**config.mk**
```make
export PLATFORM = sky130hd
export DESIGN_NAME = reset_release_sequencer_flat
export DESIGN_NICKNAME = d
export VERILOG_FILES = /design/src/rtl/reset_seq_pkg.sv /design/src/rtl/reset_release_sequencer_if.sv /design/src/rtl/reset_sync_chain.sv /design/src/rtl/reset_release_sequencer.sv /design/src/flat_wrapper.sv
export SDC_FILE = /design/constraint.sdc
export NUM_CORES = 1
export LEC_CHECK = 0
export ABC_AREA = 1
export BUFFER_PORTS_ARGS = -buffer_cell sky130_fd_sc_hd__clkbuf_2
export CORE_MARGIN = 4
export CORE_UTILIZATION = 51
export DETAILED_ROUTE_END_ITERATION = 10
export MAX_ROUTING_LAYER = met4
export PLACE_DENSITY = 0.71
export RECOVER_POWER = 50
export SLEW_MARGIN = 10
export SYNTH_ARGS = -nofsm -noshare
export SYNTH_HDL_FRONTEND = slang
export SYNTH_HIERARCHICAL = 1
export SYNTH_SLANG_ARGS = --single-unit
```
**constraint.sdc**
```tcl
create_clock -name clk -period 3.3 [get_ports clk]
set_input_delay 0.66 -clock clk [delete_from_list [all_inputs] [get_ports clk]]
set_output_delay 0.66 -clock clk [all_outputs]
set_load 0.03 [all_outputs]
```
**src/rtl/reset_seq_pkg.sv**
```systemverilog
// reset_seq_pkg: shared state encoding and counter sizing for reset_release_sequencer.
package reset_seq_pkg;

    typedef enum logic [2:0] {SYNC, HOLD, RELEASE, RUN, SWHOLD, SWACK, SWREL} state_t;

    function automatic int cnt_width(input int hold, input int gap);
        return $clog2((hold > gap ? hold : gap) + 1);
    endfunction

endpackage

```
**src/rtl/reset_release_sequencer_if.sv**
```systemverilog
// reset_release_sequencer_if: software reset handshake and sequenced reset outputs.
interface reset_release_sequencer_if #(parameter int NUM_OUTS = 4);

    logic                sw_rst_req;
    logic                sw_rst_ack;
    logic                done;
    logic [NUM_OUTS-1:0] rst_out;

    modport master (output sw_rst_req, input sw_rst_ack, done, rst_out);
    modport slave  (input sw_rst_req, output sw_rst_ack, done, rst_out);

endinterface

```
**src/rtl/reset_sync_chain.sv**
```systemverilog
// reset_sync_chain: asynchronous-assert, synchronous-release reset synchronizer.
module reset_sync_chain #(
    parameter int SYNC_STAGES = 3
) (
    input  logic clk,
    input  logic rst_n,
    output logic sync_rst_n
);

    logic [SYNC_STAGES-1:0] r_chain;

    always_ff @(posedge clk or negedge rst_n) begin
        if (!rst_n) r_chain <= '0;
        else        r_chain <= {r_chain[SYNC_STAGES-2:0], 1'b1};
    end

    assign sync_rst_n = r_chain[SYNC_STAGES-1];

endmodule

```
**src/rtl/reset_release_sequencer.sv**
```systemverilog
// reset_release_sequencer: ordered, spaced release of NUM_OUTS resets from one async reset.
// Define RESET_SEQ_SW_RESET_EN to enable the software reset req/ack handshake.
module reset_release_sequencer
    import reset_seq_pkg::*;
#(
    parameter int SYNC_STAGES = 3,
    parameter int NUM_OUTS    = 4,
    parameter int HOLD_CYCLES = 16,
    parameter int GAP_CYCLES  = 4
) (
    input logic                      clk,
    input logic                      rst_n,
    reset_release_sequencer_if.slave bus
);

    localparam int CW = cnt_width(HOLD_CYCLES, GAP_CYCLES);
    localparam logic [CW-1:0] HOLD_LAST = CW'(HOLD_CYCLES - 1);
    localparam logic [CW-1:0] GAP_LAST  = CW'(GAP_CYCLES - 1);

    state_t              r_state, w_state;
    logic [CW-1:0]       r_cnt, w_cnt;
    logic [NUM_OUTS-1:0] r_rst_out, w_rst_out, w_shift;
    logic                r_done, w_done, w_sync, w_go_rel;
`ifdef RESET_SEQ_SW_RESET_EN
    logic                r_ack, w_ack;
`endif

    reset_sync_chain #(.SYNC_STAGES(SYNC_STAGES)) u_sync (
        .clk        (clk),
        .rst_n      (rst_n),
        .sync_rst_n (w_sync)
    );

    assign w_shift = r_rst_out << 1;

    always_ff @(posedge clk or negedge rst_n) begin
        if (!rst_n) begin
            r_state   <= SYNC;
            r_cnt     <= '0;
            r_rst_out <= '1;
            r_done    <= 1'b0;
        end else begin
            r_state   <= w_state;
            r_cnt     <= w_cnt;
            r_rst_out <= w_rst_out;
            r_done    <= w_done;
        end
    end

    // The synchronizer's first high edge already counts as the first hold cycle.
    always_comb begin
        w_state   = r_state;
        w_cnt     = r_cnt;
        w_rst_out = r_rst_out;
        w_done    = r_done;
        w_go_rel  = 1'b0;
`ifdef RESET_SEQ_SW_RESET_EN
        w_ack     = r_ack;
`endif
        case (r_state)
            SYNC: begin
                if (w_sync && HOLD_LAST == '0) w_go_rel = 1'b1;
                else if (w_sync) begin
                    w_state = HOLD;
                    w_cnt   = CW'(1);
                end
            end
            HOLD:    if (r_cnt >= HOLD_LAST) w_go_rel = 1'b1; else w_cnt = r_cnt + CW'(1);
            RELEASE: if (r_cnt >= GAP_LAST) w_go_rel = 1'b1; else w_cnt = r_cnt + CW'(1);
            RUN: begin
`ifdef RESET_SEQ_SW_RESET_EN
                if (bus.sw_rst_req) begin
                    w_state   = SWHOLD;
                    w_cnt     = '0;
                    w_rst_out = '1;
                    w_done    = 1'b0;
                end
`endif
            end
`ifdef RESET_SEQ_SW_RESET_EN
            SWHOLD: begin
                if (r_cnt >= HOLD_LAST) begin
                    w_state = SWACK;
                    w_ack   = 1'b1;
                    w_cnt   = '0;
                end else w_cnt = r_cnt + CW'(1);
            end
            SWACK: begin
                if (!bus.sw_rst_req) begin
                    w_state = SWREL;
                    w_ack   = 1'b0;
                end
            end
            SWREL: w_go_rel = 1'b1;
`endif
            default: w_state = SYNC;
        endcase
        // Each release shifts one more zero in from bit 0; all zeros means done.
        if (w_go_rel) begin
            w_rst_out = w_shift;
            w_cnt     = '0;
            w_done    = (w_shift == '0);
            w_state   = (w_shift == '0) ? RUN : RELEASE;
        end
    end

`ifdef RESET_SEQ_SW_RESET_EN
    always_ff @(posedge clk or negedge rst_n) begin
        if (!rst_n) r_ack <= 1'b0;
        else        r_ack <= w_ack;
    end
    assign bus.sw_rst_ack = r_ack;
`else
    assign bus.sw_rst_ack = 1'b0;
`endif

    assign bus.rst_out = r_rst_out;
    assign bus.done    = r_done;

endmodule

```
**src/flat_wrapper.sv**
```systemverilog
// flat-port wrapper written by rule: the top's interface ports become plain ports
module reset_release_sequencer_flat import reset_seq_pkg::*;
#(
    parameter int SYNC_STAGES = 3,
    parameter int NUM_OUTS    = 4,
    parameter int HOLD_CYCLES = 16,
    parameter int GAP_CYCLES  = 4
)
  (clk, rst_n, bus_sw_rst_req, bus_sw_rst_ack, bus_done, bus_rst_out);
  reset_release_sequencer_if #(.NUM_OUTS(NUM_OUTS)) bus_i ();
  input logic clk;
  input logic rst_n;
  input wire logic [$bits(bus_i.sw_rst_req)-1:0] bus_sw_rst_req;
  output wire logic [$bits(bus_i.sw_rst_ack)-1:0] bus_sw_rst_ack;
  output wire logic [$bits(bus_i.done)-1:0] bus_done;
  output wire logic [$bits(bus_i.rst_out)-1:0] bus_rst_out;
  assign bus_i.sw_rst_req = bus_sw_rst_req;
  assign bus_sw_rst_ack = bus_i.sw_rst_ack;
  assign bus_done = bus_i.done;
  assign bus_rst_out = bus_i.rst_out;
  reset_release_sequencer #(.SYNC_STAGES(SYNC_STAGES), .NUM_OUTS(NUM_OUTS), .HOLD_CYCLES(HOLD_CYCLES), .GAP_CYCLES(GAP_CYCLES)) u_core (.clk(clk), .rst_n(rst_n), .bus(bus_i));
endmodule
```
* Word level (Yosys, flattened, before mapping)
Cells that the tools add are included.
** Storage, ports and cells
- Bits in registers :: 16
- Input port bits :: 3
- Output and inout port bits :: 6
** Cells by class
- $add $sub $neg :: 1
- Order comparisons :: 2
- Eq/ne operators :: 7
- Muxes and demuxes :: 12
- Reduce and logical (&&, ||, !) cells :: 6
** Operator list (count)
- 5-bit 2-to-1 mux :: 4
- 5-bit case mux with 3 select lines :: 1
- 3-bit by 2-bit inequality test with 1-bit output (second input constant) :: 3
- 3-bit by 2-bit equality test with 1-bit output (second input constant) :: 2
- 3-bit 2-to-1 mux :: 2
- 3-bit case mux with 2 select lines :: 1
- 5-bit by 1-bit adder with 5-bit output (second input constant) :: 1
- 5-bit by 2-bit >= comparator with 1-bit output (second input constant) :: 1
- 5-bit by 4-bit >= comparator with 1-bit output (second input constant) :: 1
- 4-bit zero test :: 1
- 4-bit AND reduction :: 1
- 4-bit nonzero test :: 1
- 3-bit by 1-bit equality test with 1-bit output (second input constant) :: 1
- 3-bit zero test :: 1
- 1-bit 2-to-1 mux :: 3
- 3-bit OR reduction :: 1
- 2-bit by 1-bit inequality test with 1-bit output (second input constant) :: 1
- 1-bit case mux with 2 select lines :: 1
- 2-bit AND reduction :: 1

* Longest topological paths before layout
Gate-level depths: netlist of run 1.
- Depth after elaboration :: 5
- Mapped depth :: 13
- Mapped depth without buffers :: 13

* Cells and area by module
The synthesis of run 1 kept the hierarchy.
** By module, submodules not included
- reset_release_sequencer :: times used 1, cells each 91, area each 749.5 µm²
- reset_sync_chain :: times used 1, cells each 4, area each 78.8 µm²

* Least setup slack after synthesis of run 1
No wires, ideal clock.
- Path kind :: register -> register
- From :: reg u_core.r_cnt[0]
- To :: reg u_core.r_cnt[0]
- Library setup time :: 0.117 ns
- Arrival :: 1.501 ns
- Required time :: 3.183 ns
- Slack :: 1.682 ns
- Cell stages (with the launch flop) :: 13
- Path buffers :: 0
- Period minus slack after synthesis :: 1.618 ns
- Cells stage by stage :: dfrtp_1 ha_1 nand2_1 nor2_1 ha_1 nor2_1 nand2_1 nand2_2 nand2_4 nand2_8 nand2_8 nand3_1 nand2_1
** On the way
- Word-level cells in the longest chain between the ends :: 5
** RTL lines
- start: declaration :: RTL line reset_release_sequencer.sv:21 : logic [CW-1:0] r_cnt, w_cnt;
- start signal: assignment :: RTL line reset_release_sequencer.sv:44 : r_cnt <= w_cnt;
- 5-bit by 2-bit >= comparator with 1-bit output / 5-bit by 4-bit >= comparator with 1-bit output (equally long branches) :: RTL line reset_release_sequencer.sv:69, reset_release_sequencer.sv:68
- 1-bit 2-to-1 mux (on tied branches) :: RTL line reset_release_sequencer.sv:69, reset_release_sequencer.sv:68
- 1-bit case mux with 2 select lines :: RTL line reset_release_sequencer.sv:60 : case (r_state)
- 3-bit by 2-bit inequality test with 1-bit output (no source line) / 4-bit nonzero test (equally long branches)
- 4-bit AND reduction (no source line)
Parallel ways exist; a longest one is shown, timed or not. The select of a mux whose other input is x is not followed.
A chain may end at the register's enable or synchronous reset.

* Final worst setup path of run 1
- From :: reg u_core.r_cnt[0]
- To :: reg u_core.r_cnt[1]
Same word-level chain as after synthesis.

==> results of run 1 <==
-- layout make-up --
cell class                 count  area [um^2]  area share [%]
inverter                      13         48.8            5.45
clock buffer                   4         26.3            2.93
tap                           16         20.0            2.23
multi-input combinational     66          392            43.7
timing repair buffer           6         28.8            3.21
sequential                    15          380            42.5
-- path summary, 6_finish.rpt --
kind                                            end  cells past startpoint
max                                 u_core/r_cnt[1]                     13
max in group asynchronous         u_core/r_state[0]                      1
min reg2reg                u_core/u_sync/r_chain[2]                      0
min in group asynchronous           u_core/r_cnt[2]                      1
max reg2reg                         u_core/r_cnt[1]                     13
min                        u_core/u_sync/r_chain[2]                      0
-- power groups by stage --
stage | Clock (uW) | Sequential, uW | Combinational (uW)
2_1_floorplan | 0 | 315 | 287
3_3_place_gp | 0 | 291 | 373
3_5_place_dp | 0 | 294 | 386
4_1_cts | 106 | 290 | 386
5_1_grt | 115 | 298 | 431
6_report | 100 | 290 | 379
-- placed cells by master (no fill, tap or decap), drive strengths merged --
cell and instances:
nand3b 1, clkbuf 10, o21ai 4, a21oi 2, dfrtp 11, nor2 10
nand2 30, nand3 10, nand4 1, conb 2, ha 6, inv 13
dfstp 4
-- metal layers --
layer | up-vias | track usage [%] | wire, um
li1 | 308 | - | -
met1 | 258 | 14.2 | 599
met2 | 6 | 19.8 | 636
met3 | 2 | 1.84 | 34
met4 | 0 | 4.15 | 9
met5 | - | - | 0
-- flip-flops by register name, summed over array words and instances (netlist names) --
name                   count
u_core/r_cnt               5
u_core/bus.rst_out         4
u_core/u_sync/r_chain      3
u_core/r_state             2
u_core/bus.done            1
-- metrics by stage --
step | area, um^2 | worst slack (ns) | cells | utilization [%] | total power (uW)
final | 896 | 1.50 | 120 | 58.8 | 768
after CTS | 897 | 1.48 | 120 | 58.9 | 783
after floorplan | 828 | 1.68 | 95 | - | 601
after detailed placement | 871 | 1.51 | 116 | 57.1 | 679
after global placement | 871 | 1.55 | 116 | 57.1 | 664
after global routing | 896 | 1.32 | 120 | 58.8 | 843
-- logic make-up after synthesis --
| group | after synthesis |
|---|---|
| and+or+nand+nor | 52 |
| DFF | 15 |
| buffers and inverters | 14 |
| AOI/OAI and AO/OA | 6 |
| adders and majority gates | 6 |
| other | 2 |
-- critical path, stage by stage, from the launching register on --
cell,delay (ns)
dfrtp_1,0.45
ha_1,0.23
nand2_1,0.09
nor2_1,0.05
ha_1,0.17
nor2_1,0.10
nand2_1,0.09
nand2_2,0.10
nand2_4,0.08
nand2_8,0.11
nand2_8,0.07
nand2_4,0.09
nand2_1,0.05
nand2_1,0.06
==> results by group, run 1 <==
STA
  • Final Slew Violations: 0
  • Clk_skew: 0.00248 ns
  • Max Clk Rate: 0.557 GHz
  • Setup-failing EPs final: 0
  • Worst slew margin: 47.6%
  • Worst Tran Pin Value: 0.786 ns
  • Setup TNS: 0 ns
  • Final Hold Fails: 0
  • Min Tclk post-route: 1.80 ns
  • RSZ-0062 raised after global routing: false
  • Final hold slack: 0.356 ns
  • Share of the clock period used by the worst path: 54.4%

Floorplan
  • Die X: 48.3 um
  • Core box area: 0.00152 mm^2
  • Cell Rows: 14
  • Die Area: 0.00233 mm^2
  • Ports: 9
  • Initial Util: 54.4%
  • Die Y-Extent: 48.3 um

Synth
  • Post-Synth XOR/XNOR Area: 0%
  • Top FF cell, synth: dfrtp_1
  • Synth Register Bits: 15
  • Synth top cells by count: nand2_1, inv_1, dfrtp_1
  • EDFF count, synth: 0
  • Synth cell types: 20
  • Async SR Flop Fraction: 100%
  • Post-synthesis adder-cell area fraction: 9.06%
  • Yosys top cell by area: dfrtp_1
  • Simple-gate share of the synthesized area: 33.7%
  • Post-Synthesis Cell Area: 828 um^2
  • Top post-synthesis cells by area: dfrtp_1, dfstp_2, nand2_1, ha_1, nand3_1
  • Register area share after synthesis: 45.9%
  • Most frequent cell after synthesis: nand2_1
  • Post-Synthesis Cells: 95
  • Synthesized Nets: 104
  • Complex-gate fraction of the synthesized area: 3.63%
  • Yosys warning count: 6
  • Synth top area share: 33.2%
  • Syn avg cell area: 8.72 um^2
  • Largest family of logic cells by synthesized area: simple AND/OR/NAND/NOR gates
  • Multiplexer area fraction after synthesis: 0%

CTS
  • Post-CTS sizing: 0
  • CTS root buf: clkbuf_4
  • CTS tree: built
  • Max clock buf depth: 2
  • Worst skew pair latency: 0.27 ns
  • Clk sinks: 15
  • # Post-CTS Setup Buffers: 0
  • Post-cts hold buffer count: 0
  • Htree depth: 1
  • TritonCTS buffer count: 3
  • Clock-pin slew on the worst setup and hold paths: 0.08 ns

Hold path
  • Hold crit path type: flop to flop
  • Hold_sp: u_core/u_sync/r_chain[1]

Placed design
  • Routability cong.: 0.836
  • IO buf count: 6
  • HPWL after detailed placement: 1030 um

Detailed routing
  • Vias: 574
  • Starting DRT DRC Count: 3
  • Antenna Nets Post-Route: 0
  • TritonRoute pass-1 iters: 5
  • DRC: 0
  • Via density per instance: 4.78
  • Drt total wl: 1280 um
  • DR WL/cell: 10.7 um

Worst setup path
  • Reg2Reg Launch Point: u_core/r_cnt[0]
  • Crit Path Max Fanout: 10
  • R2R setup slack: 1.50 ns
  • Crit path launch type: flop
  • Crit path capture type: flop
  • CP startpoint: u_core/r_cnt[0]
  • WS Path Type: flop to flop
  • Critical path arrival: 2.01 ns
  • Crit path required time: 3.52 ns

Global route
  • GRT Total Usage: 11.8%
  • Initial antenna violation count: 0
  • First-pass GRT wire length: 2210 um
  • Vias in the first global route: 547
  • Largest net degree at the start of global routing: 16
  • Overflow after GRT: 0

Power
  • Sw Share: 44.9%
  • Comb power frac: 49.3%
  • Clock power frac: 13.1%
  • Pleak: 0.000467 uW
  • Int Pwr: 423 uW
  • Sequential share of power: 37.7%
  • Total net switching power: 345 uW
  • Maximum VDD drop: 0.412 mV
  • Power Density: 858 mW/mm^2

Cells and area
  • Nets@finish: 114
  • Layout cells sized above 1: 20.2%
  • Ant diodes: 0
  • Area grow syn2layout: 8.16%
  • Fillcell total: 145

Job
  • Max cap viols: 0

Status
  • Status: complete, no violations
Power figures use the tool's default switching activity.
==> run 2: changes to the inputs <==
CORE_UTILIZATION = 50   (was 51)
PLACE_DENSITY = 0.72   (was 0.71)
clock period = 1.5 ns   (was 3.3 ns; I/O delays follow)
==> results by group, run 2 (synthesis gave the netlist of run 1 again) <==
Power
  • Total net switching power: 860 uW (was 345 uW)
  • Sequential share of power: 30.6% (was 37.7%)
  • Comb power frac: 58.2% (was 49.3%)
  • Sw Share: 43.6% (was 44.9%)
  • Int Pwr: 1110 uW (was 423 uW)
  • Clock power frac: 11.2% (was 13.1%)
  • Pleak: 0.000536 uW (was 0.000467 uW)
  • Maximum VDD drop: 0.995 mV (was 0.412 mV)
  • Power Density: 1900 mW/mm^2 (was 858 mW/mm^2)

CTS
  • Max clock buf depth: 2 (unchanged)
  • CTS root buf: clkbuf_4 (unchanged)
  • Worst skew pair latency: 0.27 ns (about the same)
  • CTS tree: built (unchanged)
  • TritonCTS buffer count: 3 (unchanged)
  • Clock-pin slew on the worst setup and hold paths: 0.09 ns (was 0.08 ns)
  • Clk sinks: 15 (unchanged)
  • Htree depth: 1 (unchanged)

STA
  • Max Clk Rate: 0.607 GHz (was 0.557 GHz)
  • Setup TNS: -1.36 ns (was 0 ns)
  • Min Tclk post-route: 1.65 ns (was 1.80 ns)
  • Worst Tran Pin Value: 0.801 ns (was 0.786 ns)
  • Final Hold Fails: 0 (unchanged)
  • Final hold slack: 0.355 ns (was 0.356 ns)
  • Setup-failing EPs final: 12 (was 0)
  • RSZ-0062 raised after global routing: true (was false)
  • Post-route setup slack: -0.147 ns (was 1.50 ns)
  • Final Slew Violations: 0 (unchanged)
  • Clk_skew: 0.00861 ns (was 0.00248 ns)
  • Share of the clock period used by the worst path: 110% (was 54.4%)
  • Worst slew margin: 46.6% (was 47.6%)

Global route
  • Largest net degree at the start of global routing: 16 (unchanged)
  • Overflow after GRT: 0 (unchanged)
  • First-pass GRT wire length: 2620 um (was 2210 um)
  • Vias in the first global route: 651 (was 547)
  • Initial antenna violation count: 0 (unchanged)
  • GRT Total Usage: 14.2% (was 11.8%)

Detailed routing
  • DRC: 0 (unchanged)
  • Starting DRT DRC Count: 10 (was 3)
  • Vias: 650 (was 574)
  • Drt total wl: 1550 um (was 1280 um)
  • TritonRoute pass-1 iters: 4 (was 5)
  • Via density per instance: 4.85 (was 4.78)
  • Antenna Nets Post-Route: 0 (unchanged)
  • DR WL/cell: 11.6 um (was 10.7 um)

Floorplan
  • Die X: 48.7 um (was 48.3 um)
  • Ports: 9 (unchanged)
  • Die Area: 0.00237 mm^2 (was 0.00233 mm^2)
  • Die Y-Extent: 48.7 um (was 48.3 um)
  • Initial Util: 53.7% (was 54.4%)
  • Cell Rows: 14 (unchanged)
  • Core box area: 0.00154 mm^2 (was 0.00152 mm^2)

Worst setup path
  • Critical path arrival: 1.81 ns (was 2.01 ns)
  • Reg2Reg Launch Point: u_core/r_cnt[1] (was u_core/r_cnt[0])
  • CP startpoint: u_core/r_cnt[1] (was u_core/r_cnt[0])
  • Crit path required time: 1.66 ns (was 3.52 ns)
  • Crit path launch type: flop (unchanged)
  • Crit Path Max Fanout: 8 (was 10)
  • Crit path capture type: flop (unchanged)
  • WS Path Type: flop to flop (unchanged)

Hold path
  • Hold crit path type: flop to flop (unchanged)
  • Hold_sp: u_core/u_sync/r_chain[0] (was u_core/u_sync/r_chain[1])

Placed design
  • Routability cong.: 0.805 (was 0.836)
  • IO buf count: 6 (unchanged)
  • HPWL after detailed placement: 1160 um (was 1030 um)
  • Dpl cell area: 941 um^2 (was 871 um^2)

Status
  • Failing checks: negative setup slack
  • Status: complete, but fails checks (was complete, no violations)

Cells and area
  • Ant diodes: 0 (unchanged)
  • Commonest non-fill, non-tap cells in the layout: nand2_1, inv_1, buf_4 (was nand2_1, inv_1, dfrtp_1)
  • Max reg flops: 5 (unchanged)
  • Area grow syn2layout: 25.4% (was 8.16%)
  • Most common cell after layout, fill and taps aside: nand2_1 (unchanged)
  • Nets@finish: 128 (was 114)
  • Reg with most FFs: u_core/r_cnt (unchanged)
  • Post-route cell area: 0.00104 mm^2 (was 896 um^2)
  • Layout cells sized above 1: 35.6% (was 20.2%)

Job
  • Max cap viols: 0 (unchanged)
[run 2: cell count changes in the layout (fill, tap and decap cells not counted), moves of 2 or more]
| cell | delta |
|---|---|
| ha_1 | -2 |
| nand2_2 | +3 |
| ha_2 | +2 |
| buf_4 | +12 |
| nand2_1 | -3 |
[run 2: per-stage QoR]
stage / util [%] / std cells / total power [uW] / setup WS (ns)
6_report: 67.4 / 134 / 1970 / -0.147
5_1_grt: 67.4 / 134 / 2160 / -0.259
4_1_cts: 65.8 / 133 / 1920 / -0.154
3_5_place_dp: 61.0 / 125 / 1650 / -0.171
3_3_place_gp: 61.0 / 125 / 1600 / -0.139
2_1_floorplan: - / 95 / 1330 / -0.0859
[run 2: worst paths after layout]
check | end | slack, ns | cells after the start
setup / recovery | u_core/r_cnt[3] | -0.15 | 12
hold / removal | u_core/u_sync/r_chain[1] | 0.36 | 0
setup reg to reg | u_core/r_cnt[3] | -0.15 | 12
hold reg to reg | u_core/u_sync/r_chain[1] | 0.36 | 0
max in group asynchronous | u_core/r_cnt[3] | 0.38 | 2
min in group asynchronous | u_core/r_cnt[2] | 0.61 | 2
[run 2: layer usage]
| layer | routed length [um] | vias to the layer above | GRT usage (%) |
|---|---|---|---|
| li1 | - | 339 | - |
| met1 | 627 | 304 | 14.3 |
| met2 | 871 | 5 | 26.3 |
| met3 | 38 | 2 | 2.15 |
| met4 | 12 | 0 | 6.73 |
| met5 | 0 | - | - |
[run 2: power by group through the flow]
stage          sequential (uW)  combinational, uW  clock [uW]
2_1_floorplan              693                636           0
3_3_place_gp               598               1000           0
3_5_place_dp               605               1040           0
4_1_cts                    602               1090         229
5_1_grt                    618               1280         261
6_report                   602               1150         220
[run 2: layout make-up]
cell class                 count  area (um^2)
inverter                      13         48.8
multi-input combinational     66          423
tap                           16         20.0
clock buffer                   4         26.3
timing repair buffer          20          140
sequential                    15          380
fill                         140          503
[run 2: worst max-delay path, cell delays in order, from the launching register on]
cell	delay (ns)
dfrtp_1	0.40
ha_2	0.20
nand2_2	0.07
nor2_2	0.04
ha_2	0.15
nor2_1	0.08
nand2_1	0.09
nand2_2	0.11
nand2_4	0.08
nand2_8	0.10
nand2_8	0.08
nand3_1	0.08
nand2_1	0.05
[run 2: timing repair]
action,CTS,global route
buffers inserted,3,2
gates resized for setup,5,4
pin swaps,10,7
setup endpoints to repair,12,12
hold buffers,1,0
endpoints found under the hold margin,11,0
gates cloned,0,0
==> run 3: changes to the inputs <==
CELL_PAD_IN_SITES_DETAIL_PLACEMENT = 1   (was default)
CELL_PAD_IN_SITES_GLOBAL_PLACEMENT = 1   (was default)
CORE_UTILIZATION = 38   (was 50)
PLACE_DENSITY = default   (was 0.72)
PLACE_DENSITY_LB_ADDON = 0.1   (was default)
==> results by group, run 3 (synthesis gave the netlist of run 1 again) <==
Status
  • Status: complete, but fails checks (unchanged)
  • Failing checks: negative setup slack (unchanged)

Worst setup path
  • Worst path most repeated cell: nand2_2
  • CP Cell Sequence: ha_2 -> nand2_2 -> nor2_2 -> ha_2 -> nor2_2 -> nand2_2 -> nand2_4 -> nand2_4 -> nand2_8 -> nand2_8 -> nand3_1 -> nand2_2 (was ha_2 -> nand2_2 -> nor2_2 -> ha_2 -> nor2_1 -> nand2_1 -> nand2_2 -> nand2_4 -> nand2_8 -> nand2_8 -> nand3_1 -> nand2_1)
  • Critical path arrival: 1.89 ns (was 1.81 ns)
  • R2R setup slack: -0.21 ns (was -0.15 ns)
  • End of the worst register-to-register path: u_core/r_cnt[0] (was u_core/r_cnt[3])
  • R2R depth: 12 (unchanged)
  • Crit path launch type: flop (unchanged)
  • CP max-delay cell: dfrtp_1 (unchanged)
  • CP Buf/Inv Count: 0 (unchanged)
  • Crit path required time: 1.68 ns (was 1.66 ns)
  • WS Path Type: flop to flop (unchanged)
  • Crit path capture type: flop (unchanged)
  • Stages on worst setup path: 12 (unchanged)
  • Crit Path Max Fanout: 6 (was 8)
  • Peak per-stage delay on the critical path: 0.41 ns (was 0.40 ns)
  • Crit path max-delay family: simple AND/OR/NAND/NOR gates (unchanged)
  • Reg2Reg Launch Point: u_core/r_cnt[1] (unchanged)

Hold path
  • Hold_sp: u_core/u_sync/r_chain[0] (unchanged)
  • Hold crit path type: flop to flop (unchanged)
  • Min-Delay Endpoint: u_core/u_sync/r_chain[1] (unchanged)
  • Hold Path Depth: 0 (unchanged)

Detailed routing
  • TritonRoute pass-1 iters: 4 (unchanged)
  • Starting DRT DRC Count: 3 (was 10)
  • Via density per instance: 4.86 (was 4.85)
  • DR WL/cell: 14.3 um (was 11.6 um)
  • Drt total wl: 2150 um (was 1550 um)
  • Antenna Nets Post-Route: 0 (unchanged)
  • DRC: 0 (unchanged)
  • Vias: 729 (was 650)

STA
  • Worst slew margin: 41.6% (was 46.6%)
  • RSZ-0062 raised after global routing: true (unchanged)
  • Clk_skew: 0.000509 ns (was 0.00861 ns)
  • Share of the clock period used by the worst path: 114% (was 110%)
  • Max Clk Rate: 0.586 GHz (was 0.607 GHz)
  • Setup-failing EPs final: 12 (unchanged)
  • Final Slew Violations: 0 (unchanged)
  • Worst Tran Pin Value: 0.875 ns (was 0.801 ns)
  • Final Hold Fails: 0 (unchanged)
  • Setup TNS: -2.06 ns (was -1.36 ns)
  • Post-route setup slack: -0.207 ns (was -0.147 ns)
  • Min Tclk post-route: 1.71 ns (was 1.65 ns)

CTS
  • Clk sinks: 15 (unchanged)
  • CTS tree: built (unchanged)
  • Max clock buf depth: 2 (unchanged)
  • Worst skew pair latency: 0.28 ns (was 0.27 ns)
  • TritonCTS buffer count: 3 (unchanged)
  • CTS root buf: clkbuf_4 (unchanged)
  • Htree depth: 1 (unchanged)
  • Clock-pin slew on the worst setup and hold paths: 0.09 ns (about the same)

Cells and area
  • Ant diodes: 0 (unchanged)
  • Final Util: 56.3% (was 67.4%)
  • Most common cell after layout, fill and taps aside: buf_4 (was nand2_1)
  • Max reg flops: 5 (unchanged)
  • Post-route cell area: 0.00114 mm^2 (was 0.00104 mm^2)
  • Fillcell total: 265 (was 140)
  • Commonest non-fill, non-tap cells in the layout: buf_4, nand2_1, inv_1 (was nand2_1, inv_1, buf_4)
  • Reg with most FFs: u_core/r_cnt (unchanged)
  • Nets@finish: 133 (was 128)
  • Area grow syn2layout: 37.3% (was 25.4%)
  • Layout cells sized above 1: 48.8% (was 35.6%)

Global route
  • Overflow after GRT: 0 (unchanged)
  • Initial antenna violation count: 0 (unchanged)
  • First-pass GRT wire length: 3460 um (was 2620 um)
  • Largest net degree at the start of global routing: 16 (unchanged)
  • GRT Total Usage: 17.4% (was 14.2%)
  • Vias in the first global route: 767 (was 651)

Job
  • Max cap viols: 0 (unchanged)

Floorplan
  • Cell Rows: 16 (was 14)
  • Die Area: 0.00299 mm^2 (was 0.00237 mm^2)
  • Die Y-Extent: 54.7 um (was 48.7 um)
  • Core box area: 0.00202 mm^2 (was 0.00154 mm^2)
  • Die X: 54.7 um (was 48.7 um)
  • Initial Util: 41.0% (was 53.7%)
  • Ports: 9 (unchanged)

Placed design
  • Dpl cell area: 970 um^2 (was 941 um^2)
  • HPWL after detailed placement: 1410 um (was 1160 um)
  • Routability cong.: 0.848 (was 0.805)
  • IO buf count: 6 (unchanged)

Power
  • Pleak: 0.000583 uW (was 0.000536 uW)
  • Maximum VDD drop: 1.03 mV (was 0.995 mV)
  • Power Density: 1930 mW/mm^2 (was 1900 mW/mm^2)
==> run 3: cell types whose count changed in the layout (fill, tap and decap cells not counted), moves of 2 or more <==
cell	delta
nand2_1	-7
buf_4	+4
nand3_2	+2
nand3_1	-2
nand2_2	+6
==> run 3: layout make-up <==
class	instances	area (um^2)	area share [%]
Inverter	13	48.8	4.29
Timing Repair Buffer	25	181	16.0
Sequential cell	15	380	33.4
Tap cell	27	33.8	2.97
Multi-Input combinational cell	66	465	40.9
Clock buffer	3	22.5	1.98
Clock inverter	1	5.00	0.440
==> run 3: worst max path at each step <==
| stage | from | to | slack [ns] |
|---|---|---|---|
| 2_1_floorplan | u_core/r_cnt[0] | u_core/r_cnt[0] | -0.09 |
| 3_3_place_gp | u_core/r_cnt[1] | u_core/r_cnt[0] | -0.17 |
| 3_5_place_dp | u_core/r_cnt[1] | u_core/r_cnt[1] | -0.26 |
| 4_1_cts | u_core/r_cnt[0] | u_core/r_cnt[1] | -0.24 |
| 5_1_grt | u_core/r_cnt[0] | u_core/bus.done | -0.31 |
| 6_report | u_core/r_cnt[1] | u_core/r_cnt[0] | -0.21 |
==> run 3: metal layers <==
metal | part of all wire (%) | global-route usage, % | vias up
met1 | 45 | 20.9 | 372
met2 | 53 | 28.3 | 7
met5 | 0 | - | -
li1 | - | - | 348
met4 | 0.61 | 7.47 | 0
met3 | 2.1 | 3.27 | 2
==> run 3: power by group <==
group / switching [uW] / leakage, uW / internal [uW]
clock: 134 / 0.0000177 / 98.9
combinational: 821 / 0.000389 / 544
sequential: 65.0 / 0.000177 / 535
==> run 3: timing repair <==
action                                  CTS  global route
pin swaps                                10            11
hold buffers                              1             0
hold endpoints to repair                 11             0
endpoints found under the setup margin   12            12
resized for setup                         9            15
setup buffers                             4             3
==> run 3: metrics by stage <==
| stage | total power [uW] | std cells | hold WS [ns] | setup slack [ns] |
|---|---|---|---|---|
| floorplan | 1330 | 95 | 0.00441 | -0.0859 |
| global placement | 1650 | 138 | 0.242 | -0.173 |
| detailed placement | 1690 | 138 | 0.256 | -0.263 |
| CTS | 2050 | 147 | 0.360 | -0.236 |
| finish | 2200 | 150 | 0.357 | -0.207 |
| global route | 2400 | 150 | 0.369 | -0.312 |
